==> config.mk <==
export PLATFORM = sky130hd
export DESIGN_NAME = dmux4way_stream_flat
export DESIGN_NICKNAME = d
export VERILOG_FILES = /design/src/rtl/dmux4way_stream_pkg.sv /design/src/rtl/dmux4way_stream_if.sv /design/src/rtl/dmux4way_stream_lane.sv /design/src/rtl/dmux4way_stream.sv /design/src/flat_wrapper.sv
export SDC_FILE = /design/constraint.sdc
export NUM_CORES = 1
export LEC_CHECK = 0
export BUFFER_PORTS_ARGS = -buffer_cell sky130_fd_sc_hd__buf_2
export CAP_MARGIN = 20
export CORE_ASPECT_RATIO = 1.25
export CORE_UTILIZATION = 30
export CTS_CLUSTER_DIAMETER = 200
export DETAILED_ROUTE_END_ITERATION = 10
export SYNTH_ARGS = -nofsm -noshare
export SYNTH_HDL_FRONTEND = slang
export SYNTH_SLANG_ARGS = --single-unit
==> constraint.sdc <==
create_clock -name clk -period 3.6 [get_ports clk]
set_input_delay 0.72 -clock clk [delete_from_list [all_inputs] [get_ports clk]]
set_output_delay 0.72 -clock clk [all_outputs]
set_load 0.05 [all_outputs]
==> src/rtl/dmux4way_stream_pkg.sv <==
// Shared constants for the 4-way stream demultiplexer.
//   LANES         : number of output lanes
//   SEL_W         : width of the lane select
//   CNT_W         : width of each per-lane transfer counter (optional feature)
//   DEFAULT_WIDTH : default data word width
package dmux4way_pkg;
  localparam int unsigned LANES         = 4;
  localparam int unsigned SEL_W         = 2;
  localparam int unsigned CNT_W         = 8;
  localparam int unsigned DEFAULT_WIDTH = 16;
endpackage

==> src/rtl/dmux4way_stream_if.sv <==
// Stream bundle for dmux4way_stream.
//   in_data/in_sel/in_valid -> in_ready : producer side handshake
//   out_data/out_valid <- out_ready     : four consumer lanes, lane k at
//                                         out_data[k*WIDTH +: WIDTH]
//   out_cnt                             : per-lane 8-bit transfer counts, only
//                                         with DMUX4WAY_STREAM_CNT_EN defined
// Modports: slave = the demux block, master = producer/consumer environment.
interface dmux4way_stream_if
  import dmux4way_pkg::*;
#(
  parameter int unsigned WIDTH = DEFAULT_WIDTH
);
  logic [WIDTH-1:0]       in_data;
  logic [SEL_W-1:0]       in_sel;
  logic                   in_valid;
  logic                   in_ready;
  logic [LANES*WIDTH-1:0] out_data;
  logic [LANES-1:0]       out_valid;
  logic [LANES-1:0]       out_ready;
`ifdef DMUX4WAY_STREAM_CNT_EN
  logic [LANES*CNT_W-1:0] out_cnt;
`endif

  modport slave (
    input  in_data, in_sel, in_valid, out_ready,
`ifdef DMUX4WAY_STREAM_CNT_EN
    output out_cnt,
`endif
    output in_ready, out_data, out_valid
  );

  modport master (
    output in_data, in_sel, in_valid, out_ready,
`ifdef DMUX4WAY_STREAM_CNT_EN
    input  out_cnt,
`endif
    input  in_ready, out_data, out_valid
  );
endinterface

==> src/rtl/dmux4way_stream_lane.sv <==
// dmux_lane: one-entry output buffer for a single demux lane.
//   clk, reset : clock, asynchronous active-high reset
//   load_i     : write data_i into the buffer this edge
//   data_i     : incoming word
//   ready_i    : consumer takes the buffered word this cycle
//   valid_o    : buffer holds a word
//   data_o     : buffered word (last value retained when empty)
//   cnt_o      : completed output transfers, wrapping (DMUX4WAY_STREAM_CNT_EN)
module dmux_lane
  import dmux4way_pkg::*;
#(
  parameter int unsigned WIDTH = DEFAULT_WIDTH
) (
  input  logic             clk,
  input  logic             reset,
  input  logic             load_i,
  input  logic [WIDTH-1:0] data_i,
  input  logic             ready_i,
  output logic             valid_o,
`ifdef DMUX4WAY_STREAM_CNT_EN
  output logic [CNT_W-1:0] cnt_o,
`endif
  output logic [WIDTH-1:0] data_o
);
  logic             valid_q, valid_d;
  logic [WIDTH-1:0] data_q, data_d;
  logic             drain;

  assign drain = valid_q & ready_i;

  // A load in the same cycle as a drain keeps the lane full with the new word.
  always_comb begin
    valid_d = valid_q & ~drain;
    data_d  = data_q;
    if (load_i) begin
      valid_d = 1'b1;
      data_d  = data_i;
    end
  end

  always_ff @(posedge clk or posedge reset) begin
    if (reset) begin
      valid_q <= 1'b0;
      data_q  <= '0;
    end else begin
      valid_q <= valid_d;
      data_q  <= data_d;
    end
  end

  assign valid_o = valid_q;
  assign data_o  = data_q;

`ifdef DMUX4WAY_STREAM_CNT_EN
  logic [CNT_W-1:0] cnt_q, cnt_d;

  always_comb begin
    cnt_d = cnt_q;
    if (drain) cnt_d = cnt_q + 1'b1;
  end

  always_ff @(posedge clk or posedge reset) begin
    if (reset) cnt_q <= '0;
    else       cnt_q <= cnt_d;
  end

  assign cnt_o = cnt_q;
`endif
endmodule

==> src/rtl/dmux4way_stream.sv <==
// dmux4way_stream: routes one input word per cycle to one of four buffered
// output lanes selected by in_sel. Each lane drains independently, so a
// blocked lane only stalls words addressed to it.
//   clk   : clock, rising edge
//   reset : asynchronous active-high reset
//   bus   : dmux4way_stream_if slave (in_* handshake, out_* lanes)
// Optional: DMUX4WAY_STREAM_CNT_EN adds per-lane transfer counters (bus.out_cnt).
module dmux4way_stream
  import dmux4way_pkg::*;
#(
  parameter int unsigned WIDTH = DEFAULT_WIDTH
) (
  input  logic              clk,
  input  logic              reset,
  dmux4way_stream_if.slave  bus
);
  logic [LANES-1:0]       valid_w;
  logic [LANES-1:0]       load_w;
  logic [LANES*WIDTH-1:0] data_w;
  logic                   accept;
`ifdef DMUX4WAY_STREAM_CNT_EN
  logic [LANES*CNT_W-1:0] cnt_w;
`endif

  // Ready depends only on the addressed lane, never on in_valid.
  assign bus.in_ready = ~valid_w[bus.in_sel] | bus.out_ready[bus.in_sel];
  assign accept       = bus.in_valid & bus.in_ready;

  always_comb begin
    load_w = '0;
    for (int unsigned i = 0; i < LANES; i++) begin
      load_w[i] = accept && (bus.in_sel == SEL_W'(i));
    end
  end

  for (genvar g = 0; g < LANES; g++) begin : g_lane
    dmux_lane #(
      .WIDTH(WIDTH)
    ) u_lane (
      .clk    (clk),
      .reset  (reset),
      .load_i (load_w[g]),
      .data_i (bus.in_data),
      .ready_i(bus.out_ready[g]),
      .valid_o(valid_w[g]),
`ifdef DMUX4WAY_STREAM_CNT_EN
      .cnt_o  (cnt_w[g*CNT_W +: CNT_W]),
`endif
      .data_o (data_w[g*WIDTH +: WIDTH])
    );
  end

  assign bus.out_valid = valid_w;
  assign bus.out_data  = data_w;
`ifdef DMUX4WAY_STREAM_CNT_EN
  assign bus.out_cnt   = cnt_w;
`endif
endmodule
==> src/flat_wrapper.sv <==
// flat-port wrapper written by rule: the top's interface ports become plain ports
module dmux4way_stream_flat import dmux4way_pkg::*;
#(
  parameter int unsigned WIDTH = DEFAULT_WIDTH
)
  (clk, reset, bus_in_data, bus_in_sel, bus_in_valid, bus_out_ready, bus_in_ready, bus_out_data, bus_out_valid);
  dmux4way_stream_if #(.WIDTH(WIDTH)) bus_i ();
  input  logic clk;
  input  logic reset;
  input wire logic [$bits(bus_i.in_data)-1:0] bus_in_data;
  input wire logic [$bits(bus_i.in_sel)-1:0] bus_in_sel;
  input wire logic [$bits(bus_i.in_valid)-1:0] bus_in_valid;
  input wire logic [$bits(bus_i.out_ready)-1:0] bus_out_ready;
  output wire logic [$bits(bus_i.in_ready)-1:0] bus_in_ready;
  output wire logic [$bits(bus_i.out_data)-1:0] bus_out_data;
  output wire logic [$bits(bus_i.out_valid)-1:0] bus_out_valid;
  assign bus_i.in_data = bus_in_data;
  assign bus_i.in_sel = bus_in_sel;
  assign bus_i.in_valid = bus_in_valid;
  assign bus_i.out_ready = bus_out_ready;
  assign bus_in_ready = bus_i.in_ready;
  assign bus_out_data = bus_i.out_data;
  assign bus_out_valid = bus_i.out_valid;
  dmux4way_stream #(.WIDTH(WIDTH)) u_core (.clk(clk), .reset(reset), .bus(bus_i));
endmodule
==> out/qor.csv <==
stage,metric,value,unit
outcome,outcome,"complete, no violations",
worst_setup_path,crit_path_top_delay_cell,mux4_1,
clock_network,cts.sinks,68,
grt,overflow,0,
clock_network,cts_hold_buf,0,
synthesis,synth_edf_count,0,
layout,drive_gt1_share,69.5,%
routing,wl,5570,µm
routing,num_vias,1637,
layout,fillers,889,
sta,hold_ws,336,ps
sta,setup-tns-final,0,ps
synthesis,post_synth_inst_count,160,
grt,grt-busiest-layer,met2,
synthesis,ys_async_sr_fraction,100,%
pwr,pwr_density_cell,745,nW/µm²
routing,ant_nets,0,
clock_network,cts_tree,built,
clock_network,root_buffer,clkbuf_8,
routing,via_per_inst,4.29,
place,postPlaceCellArea,3280,µm²
sta,skew,7.28,ps
grt,grt_pass1_vias,1692,
routing,wl_per_cell,14.6,µm
grt,grt_max_degree,28,
flow_run,max_cap_violations,0,
routing,drt_first_iter_violations,41,
synthesis,synth_top_area_share,62.2,%
synthesis,synth_area_per_cell,17.1,µm²
synthesis,synth_cell_type_count,20,
sta,min_period,2450,ps
synthesis,synth_area_leader_cell,dfrtp_1,
synthesis,syn_area,2740,µm²
synthesis,synthFlopType,dfrtp_1,
synthesis,synth_most_common_cell,dfrtp_1,
routing,drcViolationCount,0,
grt,grt_util_met3,3.10,%
layout,antennaDiodeCount,0,
synthesis,synthTopCellsByArea,"dfrtp_1 (62%), mux2_2 (21%), mux2_4 (7.1%)",
sta,layout_setup_ws,1150,ps
routing,firstDrtPassIters,6,
clock_network,clock_latency,340,ps
place,place_congestion,0.744,
synthesis,ys_seq_elements,68,
worst_setup_path,cpPeakStageDelay,500,ps
clock_network,cts.repair.resized,0,
place,place_ws,1150,ps
clock_network,h-tree-depth,3,
grt,grt_use_met1,15.2,%
synthesis,ys_seq_area_share,62.2,%
sta,finalCritPeriodShare,68.2,%
clock_network,postCtsSetupBuffers,0,
floorplan,die_w,87.4,µm
worst_setup_path,reg2reg_from,u_core.g_lane[2].u_lane.valid_o$_DFF_PP0_,
layout,nets,284,
sta,hold_violations,0,
sta,setup_viol,0,
layout,stdcell_area,3470,µm²
worst_hold_path,hold_path.class,in2async,
grt,grt_pass1_wl,8780,µm
grt,grt_antenna_before_repair,0,
worst_setup_path,crit_required,2880,ps
worst_setup_path,cp_cell_sequence,buf_2 -> nand2b_1 -> mux4_1 -> buf_2,
worst_setup_path,r2r_end,u_core.g_lane[2].u_lane.data_o[0]$_DFFE_PP0P_,
pwr,peakVddDrop,0.000364,V
grt,grt_use_total,12.7,%
worst_setup_path,criticalPathCategory,in2out,
clock_network,clockBufferDepth,2,
place,dp_hpwl,3800,µm
clock_network,clk_pin_slew_worst_paths,70,ps
synthesis,synth_commonest_cells,"dfrtp_1 (68), mux2_2 (51), mux2_4 (13)",
clock_network,cts_buffers,9,
synthesis,ys.warnings.count,0,
floorplan,start_util,31.3,%
worst_setup_path,worstPathMaxFanout,3,
worst_setup_path,endpoint_kind,output port,
pwr,p_leak,0.00168,µW
sta,drv_slew,0,
worst_setup_path,rrSetupSlack,1720,ps
worst_setup_path,start_kind,primary input,
pwr,total_power,2590,µW
floorplan,coreArea,8750,µm²
sta,rsz0062_at_grt,false,
worst_setup_path,r2r_cells,4,
floorplan,fp-row-count,38,
floorplan,die_h,109,µm
layout,syn_to_final_growth,26.9,%
sta,fmax,408,MHz
worst_setup_path,path_common_cell,buf_2,
synthesis,synth_fp_nets,185,
place,port_buffers,93,
floorplan,pin_count,94,
grt,grtUsageMet2,20.6,%
floorplan,dieArea,9510,µm²
sta,relSlewSlack,56.4,%
sta,tightest_slew,653,ps
worst_setup_path,arrival,1730,ps
==> flip-flops by register name, summed over array words and instances (netlist names) <==
name,cells
u_core.g_lane.u_lane.data_o,64
u_core.g_lane.u_lane.valid_o,4
==> how the worst max path moves through the flow <==
stage / startpoint / to / slack, ps / cells after the start
final: bus_out_ready[0] / bus_in_ready / 1150 / 4
after floorplan: reset / u_core.g_lane[0].u_lane.data_o[0]$_DFFE_PP0P_ / 1170 / 1
after detailed placement: bus_out_ready[0] / bus_in_ready / 1150 / 4
after global placement: bus_out_ready[0] / bus_in_ready / 1150 / 4
after global routing: bus_out_ready[0] / bus_in_ready / 1100 / 4
after CTS: bus_out_ready[0] / bus_in_ready / 1150 / 4
==> area by class of cell <==
cell class	instances	area, µm²	share of cell area, %
sequential	68	1700	49.0
multi-input combinational	81	922	26.6
timing repair buffer	98	503	14.5
clock buffer	12	155	4.47
tap	120	150	4.33
clock inverter	2	35.0	1.01
inverter	1	3.75	0.108
==> report_power, final <==
part | switching [µW] | internal (µW) | total [µW]
combinational | 710 | 259 | 970
clock | 271 | 349 | 620
sequential | 75.6 | 920 | 995
total | 1060 | 1530 | 2590
==> per-layer routing <==
layer	up-vias	wire (µm)	share of wire, %
li1	754	-	-
met1	817	2490	45
met2	57	2710	49
met3	9	247	4.4
met4	0	123	2.2
met5	-	0	0
==> logic make-up after synthesis <==
group,count (synthesis),synth area share (%)
multiplexers,65,29.1
flip-flops,68,62.2
buffers and inverters,11,4.16
AO/OA/AOI/OAI,1,0.183
AND/OR/NAND/NOR,15,4.35
==> through the flow <==
| step | std cells | utilization, % |
|---|---|---|
| after CTS | 382 | 39.7 |
| after global placement | 368 | 37.5 |
| final | 382 | 39.7 |
| after floorplan | 160 | - |
| after global routing | 382 | 39.7 |
| after detailed placement | 368 | 37.5 |
==> cell usage in the layout, fill, tap and decap left out, types with 2 or more instances in the layout <==
master / n
nand2_1: 4
nor2b_2: 2
nand2b_1: 3
dfrtp_1: 68
mux2_2: 51
buf_4: 5
buf_2: 93
clkbuf_8: 11
mux2_4: 13
==> worst max-delay path, delay by kind of cell <==
kind,cells,cell delay [ps]
buffers and inverters,2,310
muxes,1,500
and+or+nand+nor,1,200
Note: power is estimated with default switching activity, not from simulation.
